[src/rtl/alu_pkg.sv]
// Shared opcode encodings, issuer FSM states and response flag layout.
// Response flags are packed {carryout, overflow, zero}.
package alu_pkg;

    typedef enum logic [2:0] {
        ALU_ADDU = 3'b000,
        ALU_ADDS = 3'b001,
        ALU_SUBU = 3'b010,
        ALU_SUBS = 3'b011,
        ALU_AND  = 3'b100,
        ALU_OR   = 3'b101,
        ALU_XOR  = 3'b110,
        ALU_SHR  = 3'b111
    } alu_op_t;

    typedef enum logic [1:0] {
        ST_IDLE,
        ST_WAIT,
        ST_CAPTURE
    } issuer_state_t;

    localparam int FLAG_ZERO   = 0;
    localparam int FLAG_OVF    = 1;
    localparam int FLAG_CARRY  = 2;
    localparam int NUM_FLAGS   = 3;
    localparam int OP_W        = 3;
    localparam int ERR_COUNT_W = 8;

    function automatic logic [NUM_FLAGS-1:0] pack_flags(input logic carry,
                                                        input logic ovf,
                                                        input logic zero);
        return {carry, ovf, zero};
    endfunction

endpackage

[src/rtl/alu_rsp_fifo.sv]
// Response queue: first-word-fall-through FIFO, pointers carry an extra wrap bit
// so full and empty are distinguishable. DEPTH must be a power of 2, at least 2.
module alu_rsp_fifo #(
    parameter int WIDTH = 14,
    parameter int DEPTH = 4
) (
    input  logic             clk,
    input  logic             reset,
    input  logic             push,
    input  logic [WIDTH-1:0] push_data,
    input  logic             pop,
    output logic             full,
    output logic             empty,
    output logic [WIDTH-1:0] head
);

    localparam int AW = $clog2(DEPTH);
    localparam logic [AW:0] PTR_ONE = 1;

    logic [WIDTH-1:0] mem_q [DEPTH];
    logic [AW:0]      wr_ptr_q;
    logic [AW:0]      rd_ptr_q;
    logic             do_push;
    logic             do_pop;

    assign empty   = (wr_ptr_q == rd_ptr_q);
    assign full    = (wr_ptr_q[AW] != rd_ptr_q[AW]) &&
                     (wr_ptr_q[AW-1:0] == rd_ptr_q[AW-1:0]);
    assign do_pop  = pop && !empty;
    // A pop in the same cycle frees the slot, so a push into a full queue is legal then.
    assign do_push = push && (!full || do_pop);
    assign head    = mem_q[rd_ptr_q[AW-1:0]];

    always_ff @(posedge clk) begin
        if (do_push) begin
            mem_q[wr_ptr_q[AW-1:0]] <= push_data;
        end
    end

    always_ff @(posedge clk) begin
        if (!reset) begin
            wr_ptr_q <= '0;
            rd_ptr_q <= '0;
        end else begin
            if (do_push) begin
                wr_ptr_q <= wr_ptr_q + PTR_ONE;
            end
            if (do_pop) begin
                rd_ptr_q <= rd_ptr_q + PTR_ONE;
            end
        end
    end

endmodule

[src/rtl/alu_cmd_issuer.sv]
// Issues one command at a time to a fixed-latency external ALU and queues the results.
// Define ALU_ERR_COUNT_EN to add the saturating overflow counter output err_count.
module alu_cmd_issuer
    import alu_pkg::*;
#(
    parameter int NUMBITS   = 8,
    parameter int ALU_LAT   = 1,
    parameter int RSP_DEPTH = 4
) (
    input  logic               clk,
    input  logic               reset,
    input  logic               cmd_valid,
    output logic               cmd_ready,
    input  logic [NUMBITS-1:0] cmd_a,
    input  logic [NUMBITS-1:0] cmd_b,
    input  logic [2:0]         cmd_opcode,
    output logic [NUMBITS-1:0] alu_A,
    output logic [NUMBITS-1:0] alu_B,
    output logic [2:0]         alu_opcode,
    input  logic [NUMBITS-1:0] alu_result,
    input  logic               alu_carryout,
    input  logic               alu_overflow,
    input  logic               alu_zero,
    output logic               rsp_valid,
    input  logic               rsp_ready,
    output logic [NUMBITS-1:0] rsp_result,
    output logic [2:0]         rsp_flags,
    output logic [2:0]         rsp_opcode
`ifdef ALU_ERR_COUNT_EN
    ,
    output logic [ERR_COUNT_W-1:0] err_count
`endif
);

    localparam int          RSP_W    = OP_W + NUMBITS + NUM_FLAGS;
    localparam logic [2:0]  LAT_INIT = 3'(ALU_LAT);

    issuer_state_t      state_q, state_d;
    logic [2:0]         cnt_q, cnt_d;
    logic [NUMBITS-1:0] alu_a_q, alu_b_q;
    alu_op_t            alu_op_q;
    logic               load;
    logic               push;
    logic               pop;
    logic               fifo_full;
    logic               fifo_empty;
    logic [RSP_W-1:0]   push_data;
    logic [RSP_W-1:0]   head;

    // Both handshakes are forced low while reset is held.
    assign cmd_ready  = reset && (state_q == ST_IDLE) && !fifo_full;
    assign rsp_valid  = reset && !fifo_empty;
    assign pop        = rsp_valid && rsp_ready;

    assign alu_A      = alu_a_q;
    assign alu_B      = alu_b_q;
    assign alu_opcode = alu_op_q;

    assign push_data  = {alu_op_q, alu_result, pack_flags(alu_carryout, alu_overflow, alu_zero)};
    assign rsp_opcode = head[RSP_W-1 -: OP_W];
    assign rsp_result = head[NUM_FLAGS +: NUMBITS];
    assign rsp_flags  = head[NUM_FLAGS-1:0];

    always_comb begin
        state_d = state_q;
        cnt_d   = cnt_q;
        load    = 1'b0;
        push    = 1'b0;
        case (state_q)
            ST_IDLE: begin
                if (cmd_valid && cmd_ready) begin
                    load    = 1'b1;
                    cnt_d   = LAT_INIT;
                    state_d = ST_WAIT;
                end
            end
            ST_WAIT: begin
                // WAIT lasts ALU_LAT cycles so the ALU output has settled by CAPTURE.
                if (cnt_q <= 3'd1) begin
                    cnt_d   = 3'd0;
                    state_d = ST_CAPTURE;
                end else begin
                    cnt_d = cnt_q - 3'd1;
                end
            end
            ST_CAPTURE: begin
                push    = 1'b1;
                state_d = ST_IDLE;
            end
            default: begin
                state_d = ST_IDLE;
            end
        endcase
    end

    always_ff @(posedge clk) begin
        if (!reset) begin
            state_q  <= ST_IDLE;
            cnt_q    <= 3'd0;
            alu_a_q  <= '0;
            alu_b_q  <= '0;
            alu_op_q <= ALU_ADDU;
        end else begin
            state_q <= state_d;
            cnt_q   <= cnt_d;
            if (load) begin
                alu_a_q  <= cmd_a;
                alu_b_q  <= cmd_b;
                alu_op_q <= alu_op_t'(cmd_opcode);
            end
        end
    end

    alu_rsp_fifo #(
        .WIDTH (RSP_W),
        .DEPTH (RSP_DEPTH)
    ) u_rsp_fifo (
        .clk       (clk),
        .reset     (reset),
        .push      (push),
        .push_data (push_data),
        .pop       (pop),
        .full      (fifo_full),
        .empty     (fifo_empty),
        .head      (head)
    );

`ifdef ALU_ERR_COUNT_EN
    logic [ERR_COUNT_W-1:0] err_count_q;

    always_ff @(posedge clk) begin
        if (!reset) begin
            err_count_q <= '0;
        end else if (push && alu_overflow && (err_count_q != '1)) begin
            err_count_q <= err_count_q + 8'd1;
        end
    end

    assign err_count = err_count_q;
`endif

endmodule
[config.mk]
export PLATFORM = sky130hd
export DESIGN_NAME = alu_cmd_issuer
export DESIGN_NICKNAME = d
export VERILOG_FILES = /design/src/rtl/alu_pkg.sv /design/src/rtl/alu_rsp_fifo.sv /design/src/rtl/alu_cmd_issuer.sv
export SDC_FILE = /design/constraint.sdc
export NUM_CORES = 1
export LEC_CHECK = 0
export BUFFER_PORTS_ARGS = -buffer_cell sky130_fd_sc_hd__buf_2
export CAP_MARGIN = 20
export CORE_MARGIN = 5
export CORE_UTILIZATION = 40
export DETAILED_ROUTE_END_ITERATION = 16
export PLACE_DENSITY = 0.62
export SETUP_SLACK_MARGIN = 0.1
export SYNTH_ARGS = -nofsm -noshare
export SYNTH_HDL_FRONTEND = slang
export SYNTH_SLANG_ARGS = --single-unit
[constraint.sdc]
create_clock -name clk -period 4.7 [get_ports clk]
set_clock_uncertainty 0.1 [all_clocks]
set_input_delay 0.705 -clock clk [delete_from_list [all_inputs] [get_ports clk]]
set_output_delay 0.705 -clock clk [all_outputs]
set_load 0.01 [all_outputs]
# Word-level counts from Yosys, hierarchy flattened
# Memories as Yosys holds them, arrays and structs flattened. A register that Yosys moved wholly into a read port is not among the register bits.
# Cells that the tools add are included.
[classes]
order_cmp = 1
n_reduce_logical = 15
n_eq_ne = 7
mux = 13
add_sub_neg = 3
[op_table]
columns = ["cell", "count"]
rows = [
  ["$logic_and A1 B1 Y1", 8],
  ["$mux W2", 4],
  ["$add A3 B1 Y3 const B", 2],
  ["$mux W3", 2],
  ["$pmux W3 S2", 1],
  ["$mux W1", 5],
  ["$pmux W2 S2", 1],
  ["$reduce_and A2 Y1", 2],
  ["$eq A3 B3 Y1", 1],
  ["$le A3 B1 Y1 const B", 1],
  ["$sub A3 B1 Y3 const B", 1],
  ["$eq A2 B1 Y1 const B", 1],
  ["$eq A2 B2 Y1", 1],
  ["$eq A2 B2 Y1 const B", 1],
  ["$logic_not A1 Y1", 2],
  ["$logic_not A2 Y1", 1],
  ["$ne A2 B1 Y1 const B", 1],
  ["$ne A2 B2 Y1 const B", 1],
  ["$reduce_bool A2 Y1", 1],
  ["$logic_or A1 B1 Y1", 1],
  ["$ne A1 B1 Y1", 1],
]
[totals]
output_inout_bits = 35
reg_bits = 30
input_bits = 34
memories = 1
word_cells = 47
ram_bits = 56
[memory_table]
columns = ["name", "words", "word_bits", "read_ports", "rd_ports_with_merged_regs", "wr", "line_no", "text"]
rows = [
  ["u_rsp_fifo.mem_q", 4, 14, 1, 1, 1, "alu_rsp_fifo.sv:20", "logic [WIDTH-1:0] mem_q [DEPTH];"],
]

# Longest topological paths before layout
# Gate-level depths: netlist of the first run.
[logic_depth]
depth_word = 9
mapped_depth = 6
ltp_nobuf = 6

# By module
# From an unflattened synthesis of the first run, not the netlist that was laid out.
[hier_totals]
cells_unflattened = 244
area_unflattened_um2 = 3682.3
[modules_own_cells]
columns = ["mod", "instances", "cells_each", "area_each_um2"]
rows = [
  ["alu_rsp_fifo", 1, 127, 2539.9],
  ["alu_cmd_issuer", 1, 117, 1142.3],
]

# Least setup slack after synthesis of the first run
# Ideal clock, no wire load.
[synth_timing]
kind = "input port to output port"
startpoint = "input port reset"
endpoint = "output port cmd_ready"
slack_ns = 2.428
arrival_time_ns = 1.467
path_buffers = 1
stages = 3
required_time_ns = 3.895
cell_sequence = "or3b_1 > a31oi_2 > buf_2"
[synth_between]
elab_chain_cells = 2
[synth_rtl]
columns = ["item", "line_no", "text"]
rows = [
  ["start, declared", "alu_cmd_issuer.sv:11", "input logic reset,"],
  ["$logic_and A1 B1 Y1 (2 in series)", "alu_cmd_issuer.sv:51", "assign cmd_ready = reset && (state_q == ST_IDLE) && !fifo_full;"],
  ["end, declared", "alu_cmd_issuer.sv:13", "output logic cmd_ready,"],
]
# No other way between the ends.

# Worst setup path after layout of the first run
# Ends and elaborated chain as after synthesis.

==> results.toml, run 1 <==
[global_route]
grtUsageMet1 = 0.154
grtUsageMet2 = 0.197
grt_util_met3 = 0.0575
antenna_found_initial = 0
grt_overflow = 0
top_usage_layer = "met2"
grt_usage = 0.124
grt_start_max_net_pins = 30
grt_pass1_vias = 2046
grt_pass1_wl_mm = 9.79

[logic_synthesis]
synth_top_area_share = 0.490
synth_cell_type_count = 37
synth_top_area_cell = "edfxtp_1"
synth.cell_area_um2 = 3430
synth_edf_count = 56
synth_area_leaders = "edfxtp_1 (49%), dfxtp_1 (19%), mux4_2 (9.2%), nand3_1 (3.4%), o21ai_1 (3.1%)"
synth-seq-cells = 88
ys_seq_area_frac = 0.677
yosysMostFrequentCell = "edfxtp_1"
syn_inst = 236
synth.net_count = 277
yosys_warnings = 0
synth.avg_cell_area_um2 = 14.5
synth_common_cells = "edfxtp_1 (56), dfxtp_1 (32), nand2_1 (25)"
async_flop_share = 0
synthFlopType = "edfxtp_1"

[die]
initial_core_util = 0.414
die_h_um = 103
dieArea_um2 = 10500
io_pins = 69
core_um2 = 8300
die_w_um = 103
rows = 33

[worst_setup_path]
crit_chain = "buf_2, or3b_1, a31oi_2, buf_4, buf_2"
start_kind = "input port"
end_kind = "output pin"
crit_family = "buffers and inverters"
criticalPathCategory = "in2out"
crit_fanout = 29
crit_top_cell = "buf_2"
slowest_delay_ns = 0.44
arrival_ns = 2.18
cp_slowest_cell = "buf_2"
critPathBufInv = 3
cp_data_required_time_ns = 3.89

[placement]
dp_hpwl_mm = 4.13
port_buffers = 68
globalplace.congestion = 0.765
placed_cell_area_um2 = 3840

[clock_network]
cts_tree = "done"
cts_max_level = 3
hold_buffers = 0
path_clk_slew_ns = 0.08
cts_root_buffer = "clkbuf_8"
clock_latency_ns = 0.34
cts_setup_buffers = 0
cts.sinks = 88
clk_path_buf_depth = 2
cts_resized = 0
cts_made_buffers = 9

[run_status]
status = "complete, no violations"

[sta]
max_freq_ghz = 0.335
drv_slew = 0
tightestPinTransition_ns = 0.960
finalHoldViolCount = 0
fin_tns_setup_ns = 0
min_period_over_period = 0.635
fin_crit_ns = 2.98
relSlewSlack = 0.359
rsz0062_at_grt = "false"
setup_viol = 0

[route]
post_drt_wl_per_cell_um = 15.0
remaining_drc_errors = 0
via_per_inst = 4.94
ant_nets = 0
vias = 2039
dr.pass1.iters = 4
wl_mm = 6.21
drt_iter0_markers = 77

[hold_path]
hold_class = "reg2reg"

[finish]
layout.nets = 344
area_growth_pct = 17.8
drive_gt1_frac = 0.341
antenna_cells = 0
finalInstanceArea_um2 = 4040

[power]
ir_drop_uv = 258
leakage_uw = 0.00149
p_per_area_nw_per_um2 = 369

[run]
cap_violations = 0
## metrics by stage
| step | util | hold WS [ns] | instances | setup slack (ns) | total power, uW |
|---|---|---|---|---|---|
| global placement | 0.463 | 0.334 | 397 | 1.79 | 990 |
| finish | 0.487 | 0.350 | 413 | 1.72 | 1490 |
| global route | 0.487 | 0.367 | 413 | 1.59 | 1570 |
| CTS | 0.487 | 0.354 | 413 | 1.71 | 1510 |
| floorplan | - | 0.356 | 236 | 2.43 | 943 |
| detailed placement | 0.463 | 0.340 | 397 | 1.77 | 992 |
## cell families after synthesis
group,synth area share
buffers and inverters,0.0262
XOR/XNOR,0.0226
multiplexers,0.0919
AND/OR/NAND/NOR,0.0966
adder cells (fa/ha/maj),0.0255
flip-flops,0.677
AO/OA/AOI/OAI,0.0605
## metal layers
metal | wire length, um | up-vias
met1 | 2680 | 957
met4 | 44 | 0
met3 | 563 | 4
met2 | 2920 | 71
met5 | 0 | -
li1 | - | 1007
## state kept, by name (all words and copies together) (netlist names), named ones only
register and flops:
alu_B 8, cnt_q 3, u_rsp_fifo.wr_ptr_q 3, state_q 2, u_rsp_fifo.mem_q 56, alu_A 8, u_rsp_fifo.rd_ptr_q 3, alu_opcode 3
## final timing paths
kind,from,end,slack [ns],cells past startpoint
hold / removal,alu_A[3],alu_A[3],0.35,2
setup reg to reg,u_rsp_fifo.wr_ptr_q[2],u_rsp_fifo.mem_q[3][2],2.52,3
setup / recovery,reset,cmd_ready,1.72,5
hold reg to reg,alu_A[3],alu_A[3],0.35,2
## cell usage in the layout (no fill, tap or decap), types with 2 or more instances in the layout
cell type,count
mux4_2,14
nor2_1,6
xor2_1,4
ha_1,7
inv_6,3
dfxtp_1,32
clkbuf_8,9
clkinv_4,2
nand2b_1,3
inv_1,4
or3_1,2
o21ai_1,21
buf_2,68
and2_1,4
nand3_1,23
xnor2_1,3
nand2_1,25
edfxtp_1,56
## cell type report
class | count | area, um2
clock buffer | 9 | 124
clock inverter | 7 | 77.6
fill | 747 | 4260
inverter | 5 | 18.8
multi-input combinational | 130 | 1020
sequential | 88 | 2320
tap | 105 | 131
timing repair buffer | 69 | 348
## tightest hold or removal path: stages, from the launching register on
cell and delay, ns:
dfxtp_1 0.32, nand2_1 0.05, o21ai_1 0.05
## where the power goes
| group | switching, uW | total, uW | internal (uW) |
|---|---|---|---|
| clock | 267 | 519 | 251 |
| sequential | 17.5 | 858 | 841 |
| combinational | 61.2 | 113 | 52.2 |
| total | 346 | 1490 | 1140 |
Power figures use the tool's default switching activity.
==> run 2: changes to the inputs <==
--- a/config.mk
+++ b/config.mk
@@ -5,6 +5,7 @@
 export SDC_FILE = /design/constraint.sdc
 export NUM_CORES = 1
 export LEC_CHECK = 0
+export ABC_AREA = 1
 export BUFFER_PORTS_ARGS = -buffer_cell sky130_fd_sc_hd__buf_2
 export CAP_MARGIN = 20
 export CORE_MARGIN = 5
==> constraint.sdc (replaced) <==
create_clock -name clk -period 2.9 [get_ports clk]
set_clock_uncertainty 0.1 [all_clocks]
set_input_delay 0.435 -clock clk [delete_from_list [all_inputs] [get_ports clk]]
set_output_delay 0.435 -clock clk [all_outputs]
set_load 0.01 [all_outputs]
==> results.toml, run 2 <==
[route]
drt_iter0_markers = 113
ant_nets = 0
wl_mm = 7.35
vias = 2490
remaining_drc_errors = 0
post_drt_wl_per_cell_um = 14.5
via_per_inst = 4.90
dr.pass1.iters = 4

[finish]
antenna_cells = 0
layout.nets = 436
area_growth_pct = 16.5
largest_reg_flops = 56
drive_gt1_frac = 0.338
num-fill-cells = 825
finalInstanceArea_um2 = 4250
final_cell_count_no_fill = 508
layout_common_cells = "buf_2 (68), edfxtp_1 (56), nor2_1 (39), dfxtp_1 (32), o21ai_0 (30)"
final_common_cell = "buf_2"

[sta]
fin_crit_ns = 2.48
tightestPinTransition_ns = 0.683
relSlewSlack = 0.542
drv_slew = 0
rsz0062_at_grt = "false"
setup_viol = 0
min_period_over_period = 0.857
max_freq_ghz = 0.403
fin_tns_setup_ns = 0
finalHoldViolCount = 0

[logic_synthesis]
synth_xor_area_frac = 0.00925
ys_seq_area_frac = 0.636
yosys_warnings = 0
synth_top_area_share = 0.461
synthAdderAreaFrac = 0.0240
synth_top_family_by_area = "simple AND/OR/NAND/NOR gates"
synth.avg_cell_area_um2 = 11.2
synth_top_area_cell = "edfxtp_1"
yosysMostFrequentCell = "edfxtp_1"
async_flop_share = 0
synth-compound-area-share = 0.124
synth_simple_gate_area_frac = 0.152
synth.cell_area_um2 = 3650
synth.net_count = 367
synth_common_cells = "edfxtp_1 (56), nor2_1 (39), dfxtp_1 (32)"
synth_edf_count = 56
synth_area_leaders = "edfxtp_1 (46%), dfxtp_1 (18%), a21oi_2 (4.6%), o21ai_0 (4.1%), nor2_1 (4.0%)"
synth-seq-cells = 88
syn_inst = 326
synth_cell_type_count = 32
synthMuxAreaShare = 0
synthFlopType = "edfxtp_1"

[clock_network]
path_clk_slew_ns = 0.09
cts_setup_buffers = 0
hold_buffers = 0
cts_root_buffer = "clkbuf_8"
cts_made_buffers = 9
cts.sinks = 88
cts_tree = "done"
clk_path_buf_depth = 2
cts_max_level = 3
clock_latency_ns = 0.35
cts_resized = 0

[worst_setup_path]
cp_slowest_cell = "clkinv_1"
regToRegSetupSlack_ns = 1.17
end_kind = "output pin"
critPathBufInv = 2
start_kind = "register"
crit_chain = "clkinv_1, o21ai_0, o22ai_1, buf_2"
arrival_ns = 1.95
criticalPathCategory = "reg2out"
cp_data_required_time_ns = 2.37
crit_fanout = 28
crit_family = "buffers and inverters"
slowest_delay_ns = 0.55

[die]
core_um2 = 8810
io_pins = 69
rows = 34
die_h_um = 106
dieArea_um2 = 11100
die_w_um = 106
initial_core_util = 0.415

[run_status]
status = "complete, no violations"

[power]
leakage_uw = 0.00165
ir_drop_uv = 302
p_per_area_nw_per_um2 = 546
total_power_uw = 2320

[global_route]
grt_pass1_vias = 2480
grt_start_max_net_pins = 29
antenna_found_initial = 0
grt_usage = 0.136
grt_overflow = 0
grt_pass1_wl_mm = 12.2

[placement]
globalplace.congestion = 0.696
dp_hpwl_mm = 4.95
dp_cells = 492
placed_cell_area_um2 = 4070
port_buffers = 68

[hold_path]
hold_class = "in2reg"

[run]
cap_violations = 0
==> run 2: cell types whose count changed after synthesis, sizes merged, moves of 3 or more <==
| cell | delta |
|---|---|
| nor2 | +34 |
| a21oi | +25 |
| inv | +18 |
| mux4 | -14 |
| nand2 | +14 |
| o22ai | +12 |
| o21ai | +8 |
| nand3 | +7 |
| and2 | -5 |
| buf | +5 |
| nand2b | -3 |
| xnor2 | -3 |
==> run 2: report_power, final <==
| group | switching, uW | internal, uW | total [uW] |
|---|---|---|---|
| Combinational | 118 | 72.8 | 190 |
| Clock | 445 | 319 | 765 |
| Sequential | 16.3 | 1350 | 1370 |
==> run 2: routing by layer <==
metal  share of wire  GRT usage  vias up
met4          0.0069     0.0250        0
met3           0.072     0.0538        7
met1            0.45      0.175     1151
met5               0          0        -
li1                -          -     1268
met2            0.47      0.220       64
==> run 2: layout make-up <==
cell class                 instances  area, um2  share of cell area
timing repair buffer              75        393              0.0924
inverter                          24       90.1              0.0212
clock buffer                       9        124              0.0291
sequential                        88       2320               0.546
tap                              108        135              0.0318
multi-input combinational        197       1130               0.265
clock inverter                     7       60.1              0.0141
==> run 2: worst paths after layout <==
| path | cells after the start | end | from |
|---|---|---|---|
| worst min-delay path | 1 | u_rsp_fifo.mem_q[1][3] | alu_result[0] |
| worst max-delay path | 4 | rsp_opcode[2] | register |
| worst max register to register | 7 | u_rsp_fifo.mem_q[0][13] | u_rsp_fifo.wr_ptr_q[0] |
| worst min register to register | 2 | alu_B[0] | alu_B[0] |
==> run 2: metrics by stage <==
step	hold WS (ns)	setup WS [ns]	util
after global placement	0.358	0.837	0.462
after floorplan	0.372	0.701	-
after global routing	0.172	0.183	0.483
after detailed placement	0.363	0.772	0.462
final	0.193	0.416	0.483
after CTS	0.177	0.346	0.483
==> run 2: logic make-up after synthesis <==
family	count (synthesis)
AO/OA/AOI/OAI	71
AND/OR/NAND/NOR	116
adder cells (fa/ha/maj)	7
buffers and inverters	41
XOR/XNOR	3
flip-flops	88
==> run 3: changes to the inputs <==
--- a/config.mk
+++ b/config.mk
@@ -6,12 +6,12 @@
 export NUM_CORES = 1
 export LEC_CHECK = 0
 export ABC_AREA = 1
-export BUFFER_PORTS_ARGS = -buffer_cell sky130_fd_sc_hd__buf_2
 export CAP_MARGIN = 20
 export CORE_MARGIN = 5
 export CORE_UTILIZATION = 40
 export DETAILED_ROUTE_END_ITERATION = 16
-export PLACE_DENSITY = 0.62
+export DONT_BUFFER_PORTS = 1
+export PLACE_DENSITY = 0.55
 export SETUP_SLACK_MARGIN = 0.1
 export SYNTH_ARGS = -nofsm -noshare
 export SYNTH_HDL_FRONTEND = slang
==> results.toml, run 3 (synthesized netlist as in run 2, its figures left out) <==
[clock_network]
clock_latency_ns = 0.34
cts.sinks = 88
cts_max_level = 3
cts_root_buffer = "clkbuf_8"
cts_made_buffers = 9
hold_buffers = 0
cts_tree = "done"
cts_resized = 0
clk_path_buf_depth = 2
cts_setup_buffers = 0
path_clk_slew_ns = 0.09

[sta]
hold_slack_ns = 0.0738
setup_viol = 0
min_period_over_period = 0.821
max_freq_ghz = 0.420
tightestPinTransition_ns = 0.709
rsz0062_at_grt = "false"
finalHoldViolCount = 0
fin_crit_ns = 2.38
drv_slew = 0
fin_tns_setup_ns = 0
relSlewSlack = 0.524

[die]
core_um2 = 8810
initial_core_util = 0.415
dieArea_um2 = 11100
die_h_um = 106
rows = 34
io_pins = 69
die_w_um = 106

[finish]
layout_common_cells = "edfxtp_1 (56), nor2_1 (39), dfxtp_1 (32), o21ai_0 (30), nand3_1 (28)"
antenna_cells = 0
area_growth_pct = 6.51
final_cell_count_no_fill = 439
post-route-util = 0.442
layout.nets = 367
finalInstanceArea_um2 = 3890
multiInputGateArea_um2 = 1130
num-fill-cells = 825
final_common_cell = "edfxtp_1"
drive_gt1_frac = 0.190
layout.area.seq_um2 = 2320
largest_reg_flops = 56

[hold_path]
hold_end = "u_rsp_fifo.mem_q[3][6]"
holdPathStages = 0
hp-start = "alu_result[3]"
hold_class = "in2reg"

[worst_setup_path]
end_kind = "output pin"
crit_chain = "clkinv_1, o21ai_0, o22ai_1"
cp_data_required_time_ns = 2.37
cp_slowest_cell = "clkinv_1"
rr_worst_depth = 7
r2r_start = "u_rsp_fifo.wr_ptr_q[0]"
crit_fanout = 28
start_kind = "register"
r2r_end = "u_rsp_fifo.mem_q[2][12]"
arrival_ns = 1.85
criticalPathCategory = "reg2out"
regToRegSetupSlack_ns = 0.75
slowest_delay_ns = 0.56

[placement]
port_buffers = 0
dp_hpwl_mm = 4.82
dp_cells = 423
placed_cell_area_um2 = 3720
globalplace.congestion = 0.702

[run_status]
status = "complete, no violations"

[route]
post_drt_wl_per_cell_um = 16.4
ant_nets = 0
drt_iter0_markers = 81
vias = 2221
remaining_drc_errors = 0
via_per_inst = 5.06
dr.pass1.iters = 4
wl_mm = 7.22

[global_route]
grt_usage = 0.135
grt_start_max_net_pins = 29
grt_pass1_wl_mm = 11.9
grt_overflow = 0
grt_pass1_vias = 2193
antenna_found_initial = 0

[power]
leakage_uw = 0.00135
ir_drop_uv = 205
p_per_area_nw_per_um2 = 576

[run]
cap_violations = 0
run 3: cell count changes in the layout (fill, tap and decap cells not counted):
cell | before | now
buf_2 | 68 | 0
buf_4 | 7 | 6
clkinvlp_4 | 1 | 0
clkbuf_1 | 0 | 2
clkbuf_8 | 9 | 10
clkinv_4 | 3 | 1
clkinv_1 | 1 | 2
clkinv_8 | 1 | 0
run 3: area by class of cell:
| cell class | count | area share |
|---|---|---|
| tap | 108 | 0.0347 |
| clock buffer | 12 | 0.0373 |
| timing repair buffer | 6 | 0.0116 |
| inverter | 24 | 0.0232 |
| clock inverter | 4 | 0.00579 |
| multi-input combinational | 197 | 0.290 |
| sequential | 88 | 0.597 |
run 3: report_power, final:
part	leakage (uW)	total (uW)	internal, uW	switching [uW]
logic	0.000487	125	40.7	84.4
clock network	0.0000878	738	332	406
registers	0.000774	1380	1350	25.6
run 3: worst max path at each step:
| stage | cells past startpoint | slack [ns] | startpoint | end |
|---|---|---|---|---|
| final | 3 | 0.52 | register | rsp_flags[0] |
| after CTS | 3 | 0.47 | register | rsp_opcode[2] |
| after global routing | 3 | 0.32 | register | rsp_opcode[0] |
| after floorplan | 6 | 0.70 | reset | u_rsp_fifo.mem_q[0][0] |
| after detailed placement | 7 | 0.73 | u_rsp_fifo.wr_ptr_q[0] | u_rsp_fifo.mem_q[2][11] |
| after global placement | 7 | 0.76 | u_rsp_fifo.wr_ptr_q[0] | u_rsp_fifo.mem_q[2][0] |
run 3: worst max-delay path: cells and delay by family (launching register included):
kind,cells,cell delay (ns)
buffers and inverters,1,0.56
AO/OA/AOI/OAI,2,0.59
flip-flops,1,0.34
run 3: per-stage QoR:
stage                     total power (uW)  setup slack [ns]
after floorplan                       1520             0.701
after global placement                1530             0.755
after detailed placement              1530             0.727
after CTS                             2270             0.468
after global routing                  2350             0.316
final                                 2240             0.518
run 3: per-layer routing:
layer	up-vias	global-route usage	share of wire
met2	54	0.206	0.46
met4	0	0.0472	0.011
met5	-	0	0
met3	8	0.0544	0.077
met1	1033	0.174	0.45
li1	1126	-	-
